[config.mk]
export PLATFORM = sky130hd
export DESIGN_NAME = fifo_ff_sync_prm
export DESIGN_NICKNAME = d
export VERILOG_FILES = /design/src/rtl/fifo_pkg.sv /design/src/rtl/fifo_ptr_wrap.sv /design/src/rtl/fifo_ff_sync_prm.sv
export SDC_FILE = /design/constraint.sdc
export NUM_CORES = 1
export LEC_CHECK = 0
export CORE_UTILIZATION = 25
export CTS_CLUSTER_DIAMETER = 30
export DETAILED_ROUTE_END_ITERATION = 6
export PLACE_DENSITY_LB_ADDON = 0.08
export SYNTH_ARGS = -nofsm -noshare
export SYNTH_HDL_FRONTEND = slang
export SYNTH_SLANG_ARGS = --single-unit
[constraint.sdc]
create_clock -name clk -period 6.5 [get_ports clk]
set_input_delay 0.975 -clock clk [delete_from_list [all_inputs] [get_ports clk]]
set_output_delay 0.975 -clock clk [all_outputs]
set_load 0.1 [all_outputs]
[src/rtl/fifo_pkg.sv]
// rtl/fifo_pkg.sv - shared FIFO read-mode constants and threshold helper
package fifo_pkg;

  localparam int FIFO_MODE_REG  = 0;
  localparam int FIFO_MODE_FWFT = 1;

  // ge=1 tests value >= thresh (almost_full), ge=0 tests value <= thresh (almost_empty)
  function automatic logic thresh_check(input int value, input int thresh, input logic ge);
    return ge ? (value >= thresh) : (value <= thresh);
  endfunction

endpackage

[src/rtl/fifo_ptr_wrap.sv]
// rtl/fifo_ptr_wrap.sv - pointer increment that wraps DEPTH-1 to 0 for any DEPTH
module fifo_ptr_wrap #(
  parameter int DEPTH = 16,
  parameter int ADDR  = $clog2(DEPTH)
) (
  input  logic [ADDR-1:0] ptr,
  output logic [ADDR-1:0] ptr_nxt
);

  localparam logic [ADDR-1:0] LAST = ADDR'(DEPTH - 1);

  assign ptr_nxt = (ptr == LAST) ? '0 : ptr + 1'b1;

endmodule

[src/rtl/fifo_ff_sync_prm.sv]
// rtl/fifo_ff_sync_prm.sv - parameterised flip-flop synchronous FIFO, FWFT or registered read
module fifo_ff_sync_prm
  import fifo_pkg::*;
#(
  parameter int WIDTH     = 32,
  parameter int DEPTH     = 16,
  parameter int FWFT      = 1,
  parameter int AF_THRESH = DEPTH - 2,
  parameter int AE_THRESH = 2,
  localparam int ADDR     = $clog2(DEPTH)
) (
  input  logic             clk,
  input  logic             rst,
  input  logic             wr_en,
  input  logic [WIDTH-1:0] wr_data,
  input  logic             rd_en,
  output logic [WIDTH-1:0] rd_data,
  output logic             rd_valid,
  output logic             empty,
  output logic             full,
  output logic             almost_empty,
  output logic             almost_full,
  output logic [ADDR:0]    occup,
  output logic             overflow,
  output logic             underflow
);

  if (DEPTH < 2 || AF_THRESH > DEPTH || AE_THRESH > DEPTH) begin : g_bad_param
    $error("fifo_ff_sync_prm: illegal DEPTH/AF_THRESH/AE_THRESH");
  end

  localparam logic [ADDR:0] OCC_FULL = (ADDR + 1)'(DEPTH);

  logic [WIDTH-1:0] mem [DEPTH];
  logic [ADDR-1:0]  wr_ptr, rd_ptr, wr_ptr_nxt, rd_ptr_nxt;
  logic             wr_acc, rd_acc;
  logic [ADDR:0]    occ_nxt;

  assign wr_acc  = wr_en && !full;
  assign rd_acc  = rd_en && !empty;
  assign occ_nxt = occup + (ADDR + 1)'(wr_acc) - (ADDR + 1)'(rd_acc);

  fifo_ptr_wrap #(.DEPTH(DEPTH), .ADDR(ADDR)) u_wr_ptr (.ptr(wr_ptr), .ptr_nxt(wr_ptr_nxt));
  fifo_ptr_wrap #(.DEPTH(DEPTH), .ADDR(ADDR)) u_rd_ptr (.ptr(rd_ptr), .ptr_nxt(rd_ptr_nxt));

  // Status is registered from the next occupancy so it never depends on this cycle's inputs.
  always_ff @(posedge clk or posedge rst) begin
    if (rst) begin
      wr_ptr       <= '0;
      rd_ptr       <= '0;
      occup        <= '0;
      empty        <= 1'b1;
      full         <= 1'b0;
      almost_empty <= 1'b1;
      almost_full  <= (AF_THRESH == 0);
      overflow     <= 1'b0;
      underflow    <= 1'b0;
    end else begin
      if (wr_acc) wr_ptr <= wr_ptr_nxt;
      if (rd_acc) rd_ptr <= rd_ptr_nxt;
      occup        <= occ_nxt;
      empty        <= (occ_nxt == '0);
      full         <= (occ_nxt == OCC_FULL);
      almost_empty <= thresh_check(int'(occ_nxt), AE_THRESH, 1'b0);
      almost_full  <= thresh_check(int'(occ_nxt), AF_THRESH, 1'b1);
      overflow     <= wr_en && full;
      underflow    <= rd_en && empty;
    end
  end

  // Storage is deliberately left out of reset.
  always_ff @(posedge clk) begin
    if (wr_acc) mem[wr_ptr] <= wr_data;
  end

  if (FWFT == FIFO_MODE_FWFT) begin : g_fwft
    assign rd_data  = mem[rd_ptr];
    assign rd_valid = !empty;
  end else begin : g_reg
    always_ff @(posedge clk or posedge rst) begin
      if (rst) begin
        rd_data  <= '0;
        rd_valid <= 1'b0;
      end else begin
        rd_valid <= rd_acc;
        if (rd_acc) rd_data <= mem[rd_ptr];
      end
    end
  end

endmodule

==> flow_summary.ini, run 1 <==
[route]
wirelength_um = 56100
detail-route-antenna-nets = 0
drt_first_iter_violations = 654
drc = 0
viasPerCell = 4.42
first_pass_iters = 5
via_count = 10407
routedWlPerCell_um = 23.8

[outcome]
outcome = complete, no violations

[timing]
final-max-slew-violation-count = 0
slew_headroom_pct = 23.4
timing.final.crit_share_pct = 80.6
worst_clock_skew_ps = 19.1
worst_pin_slew_ps = 1150
rsz0062_at_grt = false
setup_viol = 0
timing.fmax_mhz = 191
setup_ws_ps = 1260
timing.hold.ws_ps = 539
fin_crit_ps = 5240
hold_viol = 0
timing.setup.tns_ps = 0

[clocking]
clock_latency_ps = 700
cts_tree = done
clk_pin_slew_ps = 40
numCtsBuffers = 146
cts.sink_count = 531
cts-root-buf = clkbuf_16
holdBufCountCts = 0
post_cts_buffers = 0
htree_num_levels = 4
cts_resized = 0
clockBufferDepth = 3

[setup_path]
worstSetupStartpointType = flop
worstPathRequired_ps = 5520
endpoint_kind = primary output
path_class = reg2out
r2r-end = mem[3][24]
cp_max_fo = 28
reg2reg_depth = 5
rrSetupSlack_ps = 3350
cp_data_arrival_time_ps = 4260
r2r_start = full

[place]
place.gp.congestion = 0.667
place_area_mm2 = 0.0228
post-dp-hpwl_um = 29400
pre_cts_slack_ps = 1810
place_inst = 2089
io_buffer_count = 79

[floorplan]
fp-row-count = 105
initial_core_util_pct = 25.3
dieHeight_um = 290
coreArea_mm2 = 0.0821
io_pins = 80
die_x_um = 290
fp.dieArea_mm2 = 0.0841

[global_route]
grt_util_all_layers_pct = 13.5
grt_max_degree = 77
grt_pass1_wl_um = 81100
grt_pass1_vias = 11434
antenna_found_initial = 2
overflow = 0

[power]
max-vdd-ir-drop_uv = 385
p_per_area_mw_per_mm2 = 594
leakage_uw = 0.00928

[synth]
synth_top_area_share_pct = 74.1
avgSynthCellArea_um2 = 21.5
syn_area_mm2 = 0.0207
ys_async_sr_fraction_pct = 3.58
syn_inst = 965
yosysSeqAreaShare_pct = 76.4
syn_nets = 1012
synth_area_leader_cell = edfxtp_1
synth-seq-cells = 531
synth_ff_type = edfxtp_1
yosys_warnings = 0
synth_cell_types = 40
synth-edff-count = 512
synth_area_leaders = edfxtp_1 74%, mux4_2 7.3%, mux2i_1 4.6%, mux4_1 3.7%, dfrtp_1 2.1%

[cells_and_area]
syn2layout_area_growth_pct = 33.7
antennaDiodeCount = 0
finalNonFillerCells = 2353
layout.nets = 1214
post-route-cell-area_mm2 = 0.0277
drive_gt1_share_pct = 26.3
fillerInstances = 7672

[min_path]
min_path_type = reg2reg
worstHoldEndpoint = overflow
holdCritStartpoint = full
whs_path_depth = 1

[run]
maxCapViolations = 0
[cell usage in the layout (no fill, tap or decap), drive strengths merged]
cell / n
edfxtp: 512
clkbuf: 168
mux2i: 96
mux4: 96
clkdlybuf4s50: 79
clkinv: 64
o21ai: 38
a22oi: 32
a32oi: 32
buf: 27
bufinv: 19
and2: 19
inv: 18
dfrtp: 17
nand2: 10
ha: 10
clkinvlp: 9
xnor2: 5
nor2b: 3
nand3: 3
a21oi: 3
a2111oi: 3
a21o: 2
nor3b: 2
dfstp: 2
or3: 2
and2b: 1
nor2: 1
o21a: 1
xor2: 1
and3: 1
nor3: 1
nand2b: 1
a32o: 1
nand4: 1
o31ai: 1
a311oi: 1
fa: 1
[worst max-delay path: stages (launching register included)]
cell	delay, ps
dfrtp_4	750
and2b_2	520
buf_4	330
a22oi_1	320
mux2i_1	130
o21ai_1	300
clkdlybuf4s50_1	1200
[report_power, final]
group | leakage (uW) | total, uW | switching, uW | internal (uW)
clock network | 0.00236 | 6970 | 2130 | 4850
registers | 0.00485 | 4430 | 258 | 4170
logic | 0.00207 | 5070 | 3530 | 1540
[routing by layer]
metal  global-route usage [%]  wire length (um)  up-vias
met5                        0                26        -
met4                     5.31              1160        4
li1                         -                 -     4550
met3                     3.56              2300       94
met1                     17.6             25500     5505
met2                     21.5             27100      254
[Yosys cell counts, types with 2 or more instances]
cell type	instances
edfxtp_1	512
mux2i_1	96
mux4_2	67
a22oi_1	32
a32oi_1	32
o21ai_1	32
mux4_1	29
buf_2	20
and2_1	19
dfrtp_1	17
inv_1	14
clkbuf_1	13
buf_6	11
ha_1	10
nand2_1	10
buf_4	6
o21ai_0	6
xnor2_1	5
a2111oi_2	3
a21oi_1	3
nand3_1	3
nor2b_1	3
a21o_1	2
buf_1	2
dfstp_2	2
nor3b_1	2
[final cells by class]
cell class	count	area, um^2	area share (%)
tap	1070	1340	4.83
timing repair buffer	106	1040	3.76
sequential	531	15900	57.2
clock inverter	96	1150	4.15
clock buffer	168	3740	13.5
inverter	14	52.6	0.190
multi-input combinational	368	4540	16.4
[logic make-up after synthesis]
logic type      count (synthesis)  synth area share [%]
flops                         531                  76.4
mux                           192                  15.6
compound gates                114                  3.95
buf+inv                        66                  1.82
simple gates                   45                  1.25
fa+ha+maj                      11                 0.700
xor+xnor                        6                 0.253
[sequential cells by signal, summed over array words and instances, names as in the netlist]
register and cells:
almost_full 1, wr_ptr 4, empty 1, rd_ptr 4, almost_empty 1, underflow 1, mem 512, full 1
overflow 1, occup 5
[how the worst max path moves through the flow]
stage | start | end | slack [ps] | depth (start not counted)
after CTS | rd_ptr[0] | rd_data[2] | 1040 | 6
final | rd_ptr[0] | rd_data[2] | 1260 | 6
after global routing | rd_ptr[0] | rd_data[2] | 1050 | 6
after detailed placement | rd_ptr[0] | rd_data[2] | 1810 | 6
after global placement | rd_ptr[0] | rd_data[2] | 1870 | 6
after floorplan | empty | almost_empty | 2940 | 12
[through the flow]
step	total power (uW)	util, %
2_1_floorplan	8160	-
3_3_place_gp	9700	27.8
3_5_place_dp	9690	27.8
4_1_cts	16800	33.8
5_1_grt	17100	33.8
6_report	16500	33.8
Note: power is estimated with default switching activity, not from simulation.
==> inputs of run 2 (changes only) <==
Clock period 6.5 ns to 4.6 ns, I/O delays scaled along.
==> flow_summary.ini, run 2 (synthesized netlist as in run 1, its figures left out) <==
[cells_and_area]
syn2layout_area_growth_pct = 33.5
multi_input_area_mm2 = 0.00454
regArea_mm2 = 0.0159
fillerInstances = 7703
fin_util_pct = 33.7
final_common_cell = edfxtp_1
layout.nets = 1226
antennaDiodeCount = 0
mostFrequentLayoutCells = 512 x edfxtp_1, 144 x clkbuf_16, 96 x mux2i_1, 67 x mux4_2, 62 x buf_4
top_register = mem
reg.largest.list = mem: 512 flops, occup: 5 flops
largest_register_ffs = 512
drive_gt1_share_pct = 29.2

[timing]
worst_clock_skew_ps = 21.1
fin_crit_ps = 3930
final-max-slew-violation-count = 0
worst_pin_slew_ps = 981
rsz0062_at_grt = false
timing.fmax_mhz = 255
timing.hold.ws_ps = 451
slew_headroom_pct = 34.4
timing.setup.tns_ps = 0
setup_ws_ps = 674
setup_viol = 0
timing.final.crit_share_pct = 85.3
hold_viol = 0

[global_route]
grt_max_degree = 61
antenna_found_initial = 4
overflow = 0
grt_pass1_vias = 11514
grt_util_all_layers_pct = 13.8
grt_pass1_wl_um = 82400

[power]
p_per_area_mw_per_mm2 = 831
max-vdd-ir-drop_uv = 671
leakage_uw = 0.00936
power_uw = 23000

[setup_path]
worstPathRequired_ps = 3910
path_class = reg2out
endpoint_kind = primary output
worstSetupStartpointType = flop
cp_max_fo = 24
critPathTopFamily = simple AND/OR/NAND/NOR gates
cp_num_cells = 6
max_stage_delay_ps = 840
reg2reg_depth = 11
crit_chain = and2_2 -> buf_4 -> a22oi_1 -> a32oi_1 -> o21ai_1 -> buf_4
rrSetupSlack_ps = 1590
cp_data_arrival_time_ps = 3240
crit_path_frequent_cell = buf_4
cp.buffers_inverters = 2
cp_slowest_cell = and2_2

[floorplan]
io_pins = 80
coreArea_mm2 = 0.0821
dieHeight_um = 290
initial_core_util_pct = 25.3
fp-row-count = 105
fp.dieArea_mm2 = 0.0841
die_x_um = 290

[clocking]
post_cts_buffers = 0
cts_resized = 0
htree_num_levels = 4
numCtsBuffers = 142
cts_tree = done
clk_pin_slew_ps = 40
clockBufferDepth = 3
cts.sink_count = 531
holdBufCountCts = 0
cts-root-buf = clkbuf_16
clock_latency_ps = 700

[route]
via_count = 10498
wirelength_um = 57000
viasPerCell = 4.44
routedWlPerCell_um = 24.1
drc = 0
detail-route-antenna-nets = 0
first_pass_iters = 4
drt_first_iter_violations = 572

[place]
io_buffer_count = 79
post-dp-hpwl_um = 31800
place.gp.congestion = 0.670
pre_cts_slack_ps = 671

[run]
maxCapViolations = 0

[outcome]
outcome = complete, no violations

[min_path]
min_path_type = in2async
==> run 2: layout make-up <==
class                           count  share of cell area, %
Sequential cell                   531                   57.3
Multi-Input combinational cell    368                   16.4
Clock buffer                      174                   13.6
Tap cell                         1070                   4.84
Timing Repair Buffer              122                   4.32
Clock inverter                     85                   3.41
Inverter                           14                  0.190
==> run 2: metal layers <==
| metal | wire length [um] | track usage (%) |
|---|---|---|
| met2 | 26600 | 21.2 |
| met4 | 1020 | 5.37 |
| met3 | 2310 | 3.61 |
| met1 | 27000 | 18.6 |
| met5 | 33 | 0 |
==> run 2: where the power goes <==
part	internal, uW	switching (uW)	leakage (uW)
sequential	5890	241	0.00485
combinational	2170	5190	0.00221
clock	6560	2960	0.00230
==> run 2: worst paths after layout <==
path	from	endpoint
setup reg to reg	full	almost_empty
hold reg to reg	empty	underflow
setup / recovery	rd_ptr[2]	rd_data[21]
max in group asynchronous	rst	rd_ptr[1]
hold / removal	rst	occup[3]
min in group clk	empty	underflow
==> run 2: per-stage QoR <==
stage / area, um^2 / std cells
2_1_floorplan: 20700 / 965
3_3_place_gp: 23000 / 2105
3_5_place_dp: 23000 / 2105
4_1_cts: 27700 / 2364
5_1_grt: 27700 / 2364
6_report: 27700 / 2364
==> run 2: worst reg2reg max path, stage by stage, from the launching register on <==
cell and delay, ps:
dfrtp_1 420, nor2b_1 420, inv_1 180, ha_1 320, inv_1 60, ha_1 150, inv_1 60, fa_1 420
nor2b_1 130, o21a_1 170, o21ai_0 180, a2111oi_2 380
==> inputs of run 3 (changes only) <==
Settings changed: TNS_END_PERCENT from default to 10.
Clock period 4.6 ns to 4.2 ns, I/O delays scaled along.
==> flow_summary.ini, run 3 (synthesized netlist as in run 1, its figures left out) <==
[global_route]
grt_max_degree = 76
antenna_found_initial = 1
overflow = 0
grt_util_all_layers_pct = 13.8
grt_pass1_wl_um = 82500
grt_pass1_vias = 11534

[clocking]
numCtsBuffers = 143
cts-root-buf = clkbuf_16
clock_latency_ps = 690
htree_num_levels = 4
clk_pin_slew_ps = 40
clockBufferDepth = 3
cts.sink_count = 531
holdBufCountCts = 0
post_cts_buffers = 0
cts_resized = 0
cts_tree = done

[setup_path]
cp_data_arrival_time_ps = 3050
path_class = reg2out
worstSetupStartpointType = flop
endpoint_kind = primary output
cp_max_fo = 17
worstPathRequired_ps = 3570

[power]
power_uw = 25200
max-vdd-ir-drop_uv = 531
leakage_uw = 0.00936
p_per_area_mw_per_mm2 = 908

[place]
post-dp-hpwl_um = 31500
place_inst = 2106
place.gp.congestion = 0.689
place_area_mm2 = 0.0231
io_buffer_count = 79

[min_path]
min_path_type = in2async

[timing]
timing.final.crit_share_pct = 87.6
setup_viol = 0
slew_headroom_pct = 34.3
worst_pin_slew_ps = 983
timing.setup.tns_ps = 0
rsz0062_at_grt = false
fin_crit_ps = 3680
timing.fmax_mhz = 272
final-max-slew-violation-count = 0
hold_viol = 0
worst_clock_skew_ps = 29.6

[route]
detail-route-antenna-nets = 0
via_count = 10476
drc = 0
first_pass_iters = 6
routedWlPerCell_um = 24.2
wirelength_um = 57200
viasPerCell = 4.43
drt_first_iter_violations = 647

[cells_and_area]
reg.largest.list = mem: 512 flops, occup: 5 flops
regArea_mm2 = 0.0159
multi_input_area_mm2 = 0.00454
layout.nets = 1228
largest_register_ffs = 512
antennaDiodeCount = 0
fillerInstances = 7694
finalNonFillerCells = 2364
final_common_cell = edfxtp_1
syn2layout_area_growth_pct = 33.8
drive_gt1_share_pct = 29.6
post-route-cell-area_mm2 = 0.0277
mostFrequentLayoutCells = 512 x edfxtp_1, 150 x clkbuf_16, 96 x mux2i_1, 67 x mux4_2, 55 x buf_4
top_register = mem

[floorplan]
fp-row-count = 105
initial_core_util_pct = 25.3
coreArea_mm2 = 0.0821
fp.dieArea_mm2 = 0.0841
die_x_um = 290
io_pins = 80
dieHeight_um = 290

[outcome]
outcome = complete, no violations

[run]
maxCapViolations = 0
run 3: changes by cell type in the layout (fill, tap and decap cells not counted), moves of 3 or more:
cell and delta:
clkinvlp_4 +4, clkinv_8 +3, buf_12 +8, clkinv_16 -3, clkbuf_16 +6, buf_4 -7
clkbuf_1 -5, inv_16 -7, clkinv_2 +3
run 3: final timing paths:
kind	cells after the start	slack, ps	endpoint	from
min	2	400	almost_full	rst
min reg2reg	1	560	underflow	empty
max reg2reg	12	1370	almost_empty	empty
min in group clk	2	540	underflow	rd_en
max in group asynchronous	2	3210	rd_ptr[3]	rst
max	6	520	rd_data[31]	rd_ptr[2]
run 3: per-stage QoR:
stage / hold WS [ps] / setup slack [ps] / util, %
after CTS: 411 / 415 / 33.8
after global routing: 452 / 340 / 33.8
after floorplan: 528 / 643 / -
after global placement: 564 / 621 / 28.1
after detailed placement: 553 / 640 / 28.1
final: 405 / 522 / 33.8
run 3: critical path, cell delays in order, from the launching register on:
cell     delay (ps)
dfrtp_1         480
and2b_2         500
buf_4           300
a22oi_1         250
mux2i_1         120
o21ai_1         320
buf_4           370
run 3: report_power, final:
group | internal (uW) | total, uW | switching, uW | leakage (uW)
clock network | 7240 | 10300 | 3080 | 0.00228
logic | 2450 | 8130 | 5690 | 0.00224
registers | 6450 | 6740 | 292 | 0.00485
total | 16100 | 25200 | 9070 | 0.00936
run 3: cell type report:
type                            instances  area share, %
Clock inverter                         84           2.80
Timing Repair Buffer                  123           4.70
Inverter                               14          0.189
Sequential cell                       531           57.2
Tap cell                             1070           4.82
Clock buffer                          174           14.0
Multi-Input combinational cell        368           16.4
run 3: per-layer routing:
| layer | track usage (%) | routed length, um | vias to the layer above |
|---|---|---|---|
| met2 | 21.4 | 26700 | 262 |
| met1 | 18.3 | 26300 | 5525 |
| li1 | - | - | 4586 |
| met5 | 0 | 15 | - |
| met4 | 4.84 | 1170 | 2 |
| met3 | 4.17 | 3060 | 101 |
